<file path="config.mk">
export PLATFORM = sky130hd
export DESIGN_NAME = word_serializer
export DESIGN_NICKNAME = d
export VERILOG_FILES = /design/src/rtl/word_serializer_pkg.sv /design/src/rtl/word_serializer.sv
export SDC_FILE = /design/constraint.sdc
export NUM_CORES = 1
export LEC_CHECK = 0
export CORE_ASPECT_RATIO = 0.7
export CORE_MARGIN = 2
export CORE_UTILIZATION = 50
export CTS_CLUSTER_SIZE = 28
export DETAILED_ROUTE_END_ITERATION = 10
export PLACE_DENSITY = 0.87
export REMOVE_ABC_BUFFERS = 1
export SLEW_MARGIN = 10
export SYNTH_ARGS = -nofsm -noshare
export SYNTH_HDL_FRONTEND = slang
export SYNTH_SLANG_ARGS = --single-unit
</file>
<file path="constraint.sdc">
create_clock -name i_clk -period 1.9 [get_ports i_clk]
set_input_delay 0.57 -clock i_clk [delete_from_list [all_inputs] [get_ports i_clk]]
set_output_delay 0.57 -clock i_clk [all_outputs]
set_load 0.02 [all_outputs]
</file>
<file path="src/rtl/word_serializer_pkg.sv">
// rtl/word_serializer_pkg.sv - shared types and constants for the word serializer
package word_serializer_pkg;

    localparam int BYTE_W = 8;

    localparam logic LSB_FIRST = 1'b0;
    localparam logic MSB_FIRST = 1'b1;

    typedef enum logic [1:0] {
        IDLE = 2'd0,
        SEND = 2'd1,
        DONE = 2'd2
    } state_t;

endpackage

</file>
<file path="src/rtl/word_serializer.sv">
// rtl/word_serializer.sv - splits one parallel word into consecutive byte writes
import word_serializer_pkg::*;

module word_serializer #(
    parameter int BYTES  = 4,
    parameter int ADDR_W = 8
) (
    input  logic                      i_clk,
    input  logic                      i_rst,
    input  logic                      i_start,
    input  logic [BYTE_W*BYTES-1:0]   i_word,
    input  logic [ADDR_W-1:0]         i_base_addr,
    input  logic                      i_order,
    input  logic                      i_mem_ready,
    output logic                      o_mem_we,
    output logic [ADDR_W-1:0]         o_mem_addr,
    output logic [BYTE_W-1:0]         o_mem_data,
    output logic                      o_busy,
    output logic                      o_done
);

    localparam int WORD_W = BYTE_W * BYTES;
    localparam int IDX_W  = (BYTES > 1) ? $clog2(BYTES) : 1;
    localparam logic [IDX_W-1:0] LAST_IDX = IDX_W'(BYTES - 1);

    state_t             r_state;
    logic [WORD_W-1:0]  r_shift;
    logic [ADDR_W-1:0]  r_addr;
    logic [IDX_W-1:0]   r_idx;
    logic               r_order;

    logic               w_send;
    logic [BYTE_W-1:0]  w_cur_byte;

    always_ff @(posedge i_clk) begin
        if (i_rst) begin
            r_state <= IDLE;
            r_shift <= '0;
            r_addr  <= '0;
            r_idx   <= '0;
            r_order <= LSB_FIRST;
        end else begin
            case (r_state)
                IDLE: begin
                    if (i_start) begin
                        r_shift <= i_word;
                        r_addr  <= i_base_addr;
                        r_order <= i_order;
                        r_idx   <= '0;
                        r_state <= SEND;
                    end
                end
                SEND: begin
                    // A stalled cycle leaves every register untouched so the bus stays stable
                    if (i_mem_ready) begin
                        r_addr  <= r_addr + ADDR_W'(1);
                        r_idx   <= r_idx + IDX_W'(1);
                        r_shift <= (r_order == MSB_FIRST) ? (r_shift << BYTE_W)
                                                          : (r_shift >> BYTE_W);
                        if (r_idx == LAST_IDX) begin
                            r_state <= DONE;
                        end
                    end
                end
                DONE: begin
                    r_state <= IDLE;
                end
                default: begin
                    r_state <= IDLE;
                end
            endcase
        end
    end

    // Outputs decode only registered state, so no input reaches an output in the same cycle
    assign w_send     = (r_state == SEND);
    assign w_cur_byte = (r_order == MSB_FIRST) ? r_shift[WORD_W-1 -: BYTE_W]
                                               : r_shift[BYTE_W-1:0];

    assign o_mem_we   = w_send;
    assign o_busy     = w_send;
    assign o_done     = (r_state == DONE);
    assign o_mem_addr = w_send ? r_addr : '0;
    assign o_mem_data = w_send ? w_cur_byte : '0;

endmodule

</file>
# == Word level (Yosys, flattened, before mapping) ==
# Cells that the tools add are included.
# Widths: inputs -> output; s select.
# op_classes
add_sub_neg,2
n_mul,0
n_div,0
n_lt_le_gt_ge,0
eq_ne,6
n_shift,0
mux,17
n_bitwise,0
n_reduce_logical,5
# op_table
op,count
$mux 32,3
$pmux 32 s2,1
$mux 8,5
$pmux 8 s2,1
$mux 2,5
$add 8x1->8 const B,1
$pmux 2 s2,2
$reduce_and 3->1,2
$eq 2x2->1 const B,2
$ne 2x2->1 const B,2
$add 2x1->2 const B,1
$eq 2x1->1 const B,1
$logic_not 2->1,1
$ne 2x1->1 const B,1
$reduce_and 2->1,1
$reduce_bool 2->1,1
# totals
regBits,45
latchBits,0
mem_bits_rw,0
rom_bits,0
in_bits,45
output_inout_bits,19
elab_cells,35
n_memories,0

# == Logic depth before layout (Yosys ltp) ==
# logic_depth
word_depth,4
depth_mapped,7
depth_no_buf,4

# == Least setup slack after synthesis ==
# Ideal clock, no wire load.
# synth_path
path_type,flip-flop to output port
start,register r_state[1]
end,output o_mem_data[0]
arrival_ns,1.262
t_required_ns,1.330
slack_ns,0.068
path_stages_with_launch,6
n_path_buf,3
path_cell_list,dfxtp_1 nand2b_1 buf_4 buf_4 buf_2 nor2_1
# synth_between
elab_chain_cells,2
# synth_rtl
item,line_no,rtl
start: declaration,word_serializer.sv:26,state_t r_state;
start signal: assignment,word_serializer.sv:37,r_state <= IDLE;
start signal: assignment,word_serializer.sv:50,r_state <= SEND;
start signal: assignment,word_serializer.sv:61,r_state <= DONE;
$eq 2x1->1,word_serializer.sv:76,assign w_send = (r_state == SEND);
$mux 8,word_serializer.sv:84,assign o_mem_data = w_send ? w_cur_byte : '0;
end: declaration,word_serializer.sv:17,"output logic [BYTE_W-1:0] o_mem_data,"
# No other way between the ends.

# == Final worst setup path ==
# layout_path
start,register r_order
end,output o_mem_data[5]
# layout_between
elab_chain_cells,2
# layout_rtl
item,line_no,rtl
start: declaration,word_serializer.sv:30,logic r_order;
start signal: assignment,word_serializer.sv:48,r_order <= i_order;
$mux 8,word_serializer.sv:77,assign w_cur_byte = (r_order == MSB_FIRST) ? r_shift[WORD_W-1 -: BYTE_W]
$mux 8,word_serializer.sv:84,
# No other way between the ends.

==> results.sh <==
export IMPL_status="finished, final reports clean"
export IMPL_holdPathStages=2
export IMPL_grt_pass1_wl_um=13400
export IMPL_initialDrtViolationCount=215
export IMPL_relSlewSlack_pct=77.0
export IMPL_ys_warnings_count=0
export IMPL_critPathKind="reg -> out"
export IMPL_h_tree_depth=2
export IMPL_start_util_pct=52.1
export IMPL_fin_nets=446
export IMPL_final_common_cell="clkdlybuf4s50_1"
export IMPL_p_leak_nw=1.38
export IMPL_worstMarginPinSlew_ns=0.340
export IMPL_rrSetupSlack_ns=0.11
export IMPL_maxCapViolations=0
export IMPL_clock_path_buffers=2
export IMPL_wl_per_cell_um=17.7
export IMPL_multiInputGateArea_um2=1640
export IMPL_cts_buffers=5
export IMPL_utilization_pct=70.8
export IMPL_clk_pin_slew_ns=0.08
export IMPL_cts_tree="yes"
export IMPL_globalplace_congestion=0.868
export IMPL_port_buffers=63
export IMPL_wl_um=8310
export IMPL_cp_top_family="flip-flops"
export IMPL_required_ns=1.33
export IMPL_muxShareOfSynthArea_pct=4.66
export IMPL_die_w_um=92.5
export IMPL_hold_class="reg -> reg"
export IMPL_synth_xor_area_share_pct=0
export IMPL_ys_top_cells_by_area="dfxtp_1 (33%), a211oi_1 (7.1%), a21oi_1 (5.5%)"
export IMPL_seqCellArea_um2=906
export IMPL_synth_cell_type_count=51
export IMPL_endpoint_kind="output pin"
export IMPL_async_reset_ff_share_pct=0
export IMPL_synthAdderAreaFrac_pct=0.913
export IMPL_drc=0
export IMPL_skew_ns=0.00669
export IMPL_layout_common_cells="clkdlybuf4s50_1 (44), dfxtp_1 (43), buf_4 (42)"
export IMPL_ant_nets=0
export IMPL_synth_top_cell_by_area="dfxtp_1"
export IMPL_antennaDiodeCount=0
export IMPL_worstPathCellList="buf_6, mux2i_2, nor2_1, buf_4"
export IMPL_num_io_pins=64
export IMPL_synthToLayoutAreaGrowth_pct=35.7
export IMPL_rsz0062_at_grt="true"
export IMPL_syn_area_um2=2740
export IMPL_final_layout_size_suffix_gt1_share_pct=22.1
export IMPL_track_usage_pct=27.7
export IMPL_antenna_found_initial=0
export IMPL_vias_per_cell=6.24
export IMPL_yosys_area_share_simple_pct=24.4
export IMPL_die_h_um=66.0
export IMPL_synth_compound_area_share_pct=28.7
export IMPL_start_kind="flop"
export IMPL_grt_max_degree=26
export IMPL_fillerInstances=414
export IMPL_synth_top_family_by_area="compound AO/OA/AOI/OAI gates"
export IMPL_vias=2935
export IMPL_grt_pass1_vias=2796
export IMPL_peakVddDrop_mv=0.292
export IMPL_std_cell_rows=22
export IMPL_r2r_end="r_shift[26]$_SDFFE_PP0P_"
export IMPL_clockRootBuffer="clkbuf_8"
export IMPL_hold_path_end="r_shift[12]$_SDFFE_PP0P_"
export IMPL_pre_cts_slack_ns=-0.175
export IMPL_min_from="r_shift[12]$_SDFFE_PP0P_"
export IMPL_ys_flop_type="dfxtp_1"
export IMPL_core_area_um2=5260
export IMPL_ys_seq_area_share_pct=32.9
export IMPL_ys_ff_latch=45
export IMPL_synth_top_area_share_pct=32.9
export IMPL_fin_crit_sh_pct=99.2
export IMPL_place_detailed_hpwl_um=5630
export IMPL_report_final_slew_viol_count=0
export IMPL_cp_max_fo=6
export IMPL_syn_instance_count=320
export IMPL_cts_sinks=45
export IMPL_avgSynthCellArea_um2=8.57
export IMPL_first_pass_iters=5
export IMPL_reg2reg_depth=6
export IMPL_fmax_mhz=531
export IMPL_fin_ws_ns=0.0155
export IMPL_reg2reg_from="r_state[0]$_SDFFE_PP0P_"
export IMPL_clk_latency_ns=0.31
export IMPL_period_minus_slack_ns=1.88
export IMPL_hold_violations=0
export IMPL_synth_edf_count=0
export IMPL_hold_buffers=0
export IMPL_arrival_ns=1.31
export IMPL_grt_ovfl_total=0
export IMPL_power_density_nw_per_um2=634
export IMPL_cp_slowest_cell="dfxtp_4"
export IMPL_setup_viol=0
export IMPL_die_area_um2=6100
export IMPL_max_stage_delay_ns=0.39
export IMPL_critPathBufInv=2
-- metrics by stage --
| step | total power [W] | area [µm²] | hold WS [ns] | std cells | setup TNS, ns |
|---|---|---|---|---|---|
| 6_report | 0.00236 | 3720 | 0.496 | 470 | 0 |
| 5_1_grt | 0.00246 | 3720 | 0.521 | 470 | -0.0623 |
| 4_1_cts | 0.00233 | 3670 | 0.492 | 469 | 0 |
| 3_5_place_dp | 0.00178 | 3620 | 0.480 | 462 | -4.95 |
| 3_3_place_gp | 0.00176 | 3620 | 0.467 | 462 | -2.49 |
| 2_1_floorplan | 0.00144 | 2530 | 0.447 | 287 | -47.26 |
-- area by class of cell --
cell class,instances,area share (%)
clock buffer,5,1.85
clock inverter,1,0.134
inverter,5,0.841
multi-input combinational,237,44.0
sequential,45,24.3
tap,72,2.42
timing repair buffer,105,26.4
-- layer usage --
metal	GRT usage (%)	up-vias	wire length, µm
met5	0	-	0
met4	10.1	0	148
met3	5.13	16	772
met2	47.2	168	3890
met1	35.5	1395	3500
li1	-	1356	-
-- registers in the layout (all words and copies together), names as in the netlist --
name     flops
r_order      1
r_state      2
r_shift     32
r_idx        2
r_addr       8
-- worst reg2reg max path, cell delays in order (launching register included) --
cell	delay, ns
dfxtp_1	0.40
buf_4	0.15
buf_4	0.26
mux2i_4	0.37
nor2_4	0.08
buf_12	0.17
a311oi_1	0.27
-- power breakdown --
group          internal [W]  switching (W)  leakage, nW
sequential          0.00102      0.0000716        0.373
combinational      0.000364       0.000336        0.968
clock              0.000242       0.000320       0.0399
-- repair_timing --
item                                    4_1_cts  5_1_grt
setup buffers                                 0        1
cloned                                        1        0
gates resized for setup                      75       16
hold endpoints to repair                      0        0
endpoints found under the setup margin       19       19
-- worst max path at each step --
stage,start,to,depth (start not counted)
3_5_place_dp,i_start,r_shift[11]$_SDFFE_PP0P_,5
4_1_cts,r_state[1]$_SDFFE_PP0P_,o_mem_we,3
6_report,r_order$_SDFFE_PP0P_,o_mem_data[5],4
2_1_floorplan,r_state[1]$_SDFFE_PP0P_,o_mem_addr[1],3
3_3_place_gp,i_start,r_addr[0]$_SDFFE_PP0P_,5
5_1_grt,r_state[1]$_SDFFE_PP0P_,o_mem_data[7],4
-- cell usage after synthesis (3+ instances only) --
library cell and n:
dfxtp_1 45, a21oi_1 30, nand2_1 29, nor2_1 28, a211oi_1 26, nor2b_1 19
nand3_1 12, o32ai_1 11, a311oi_1 10, buf_2 9, buf_4 9, mux2i_1 9
nor4bb_1 9, clkbuf_1 7, and2_1 6, o32ai_2 6, buf_6 5, nand2b_1 5
o21ai_0 5, inv_1 3, o211ai_1 3
-- logic make-up (layout without fill, tap and decap cells) --
logic type      Yosys count  count (layout)
fa+ha+maj                 2               2
compound gates          103             103
buf+inv                  38             116
mux                      11              11
flops                    45              45
simple gates            121             121
Power figures use the tool's default switching activity.
==> edit, RTL diff (same settings) <==
The 3 states of `state_t` get a one-hot encoding in 3 bits.
--- a/src/rtl/word_serializer_pkg.sv
+++ b/src/rtl/word_serializer_pkg.sv
@@ -6,10 +6,10 @@
     localparam logic LSB_FIRST = 1'b0;
     localparam logic MSB_FIRST = 1'b1;
 
-    typedef enum logic [1:0] {
-        IDLE = 2'd0,
-        SEND = 2'd1,
-        DONE = 2'd2
+    typedef enum logic [2:0] {
+        IDLE = 3'b001,
+        SEND = 3'b010,
+        DONE = 3'b100
     } state_t;
 
 endpackage
Behaviour: no difference found for any inputs over 4 cycles, from zero or initial values and one cycle with i_rst high; so few cycles prove little.
==> edit against the original RTL <==
  * The flow now finishes with violations (negative setup slack)
  * Total power rose by 1.0%
  * First-iteration DRC count fell by 21%
  * Worst setup slack worse by 0.22 ns
  * Sequential cell count rose by 1
  * Design area up 1.4%
  * Clock skew increased by 0.00079 ns
  * Critical path depth is the same
  * Routed wire length decreased by 14%
  * Synthesized area shrank 7.5%
  * Largest cell class unchanged
  * Largest power group unchanged
==> edit: results (changes against the original RTL) <==
[sta]
layout_setup_ws_ns = -0.205  ; -0.221 ns
fin_tns_setup_ns = -3.11  ; -3.11 ns
setup_viol = 19  ; +19
hold_slack_ns = 0.478  ; -0.0181 ns
skew_ns = 0.00748  ; +0.000793 ns

[logic_synthesis]
synth.top_cells.by_count = nand2_1, dfxtp_1, nor2_1
syn_area_per_cell_um2 = 8.05  ; -6.0%
ys_top_cells_by_area = dfxtp_1, mux2i_1, nand2_1
synth_seq_area_share = 0.363  ; +0.0345
synth_cell_type_count = 36  ; -29%

[layout]
nNetsFinal = 439  ; -1.6%
layoutNonFillerInstCount = 462  ; -1.7%
nFillCells = 342  ; -17%
drive_gt1_frac = 0.257  ; +0.0359
top_regs = r_shift (32), r_addr (8), r_state (3)

[run_status]
status = finished with violations
failed_checks = negative setup slack

[power_and_ir_drop]
max-vdd-ir-drop_mv = 0.451  ; +54%
cellLeakagePower_nw = 1.33  ; -3.9%
p_sw_frac = 0.276  ; -0.0326

[critical_path]
reg2regPathDepth = 7  ; +1
critical-path-max-stage-delay_ns = 0.50  ; +0.11 ns
critPathArrivalTime_ns = 1.54  ; +0.23 ns
crit_slowest_cell = or3b_4
path_delay_family = simple AND/OR/NAND/NOR gates
startpoint = r_state[2]
worst_r2r_endpoint = r_shift[0]
rrSetupSlack_ns = -0.03  ; -0.14 ns
cp-endpoint = o_mem_addr[3]

[global_route]
use_met2 = 0.376  ; -0.0958
use_met1 = 0.326  ; -0.0291
first_global_vias = 2287  ; -18%
met3_usage = 0.0446  ; -0.00675
grt_pass1_wl_mm = 10.6  ; -21%
grt_max_degree = 35  ; +35%

[clock_tree]
cts_setup_buffers = 4  ; +4
cts.repair.resized = 118  ; +57%

[detailed_routing]
drt_iter0_markers = 170  ; -21%
routed_wirelength_mm = 7.15  ; -14%
vias_per_cell = 5.68  ; -9.0%
dr.pass1.iters = 4  ; -1

[min_path]
whs_endpoint = r_shift[17]

[placed_design]
postPlaceCellArea_mm2 = 0.00337  ; -7.0%
dpl.hpwl_mm = 4.36  ; -22%
place.gp.congestion = 0.862  ; -0.68%
dpl.cell_count = 446  ; -3.5%

[edit: cell types whose count changed in the layout (fill, tap and decap cells not counted), sizes merged, moves of 12 or more]
cell and delta:
nor2b -19, nand2 +18, a211oi -17, mux2i +15, o32ai -15, o211ai +12
[edit: logic make-up after synthesis]
family	after synthesis	share of synthesized area
adder cells (fa/ha/maj)	2	0.00987
AND/OR/NAND/NOR	130	0.243
multiplexers	25	0.0987
buffers and inverters	35	0.0735
AO/OA/AOI/OAI	77	0.212
flip-flops	46	0.363
[edit: per-layer routing]
metal	vias to the layer above	wire (um)
met5	-	0
met4	0	150
met3	15	428
met2	91	3390
met1	1235	3180
li1	1284	-
[edit: worst reg2reg max path: stages, from the launching register on]
cell and delay (ns):
dfxtp_2 0.33, or3b_4 0.50, inv_4 0.14, buf_12 0.19
a21oi_2 0.12, buf_4 0.19, a211oi_1 0.28, nor3_1 0.08
[edit: power groups by stage]
| stage | Clock [mW] | Combinational, mW | Sequential, mW |
|---|---|---|---|
| 3_5_place_dp | 0 | 0.499 | 1.13 |
| 6_report | 0.713 | 0.559 | 1.11 |
| 3_3_place_gp | 0 | 0.491 | 1.12 |
| 4_1_cts | 0.727 | 0.521 | 1.10 |
| 5_1_grt | 0.773 | 0.603 | 1.12 |
| 2_1_floorplan | 0 | 0.239 | 1.13 |
[edit: layout make-up]
class | count | area, um^2 | share of cell area
multi-input cells | 234 | 1580 | 0.418
repair buffers | 100 | 1050 | 0.278
repair inverters | 1 | 7.51 | 0.00199
inverters | 4 | 17.5 | 0.00464
clock buffers | 5 | 68.8 | 0.0182
well taps | 69 | 86.3 | 0.0229
clock inverters | 3 | 40.0 | 0.0106
flip-flops and latches | 46 | 925 | 0.245
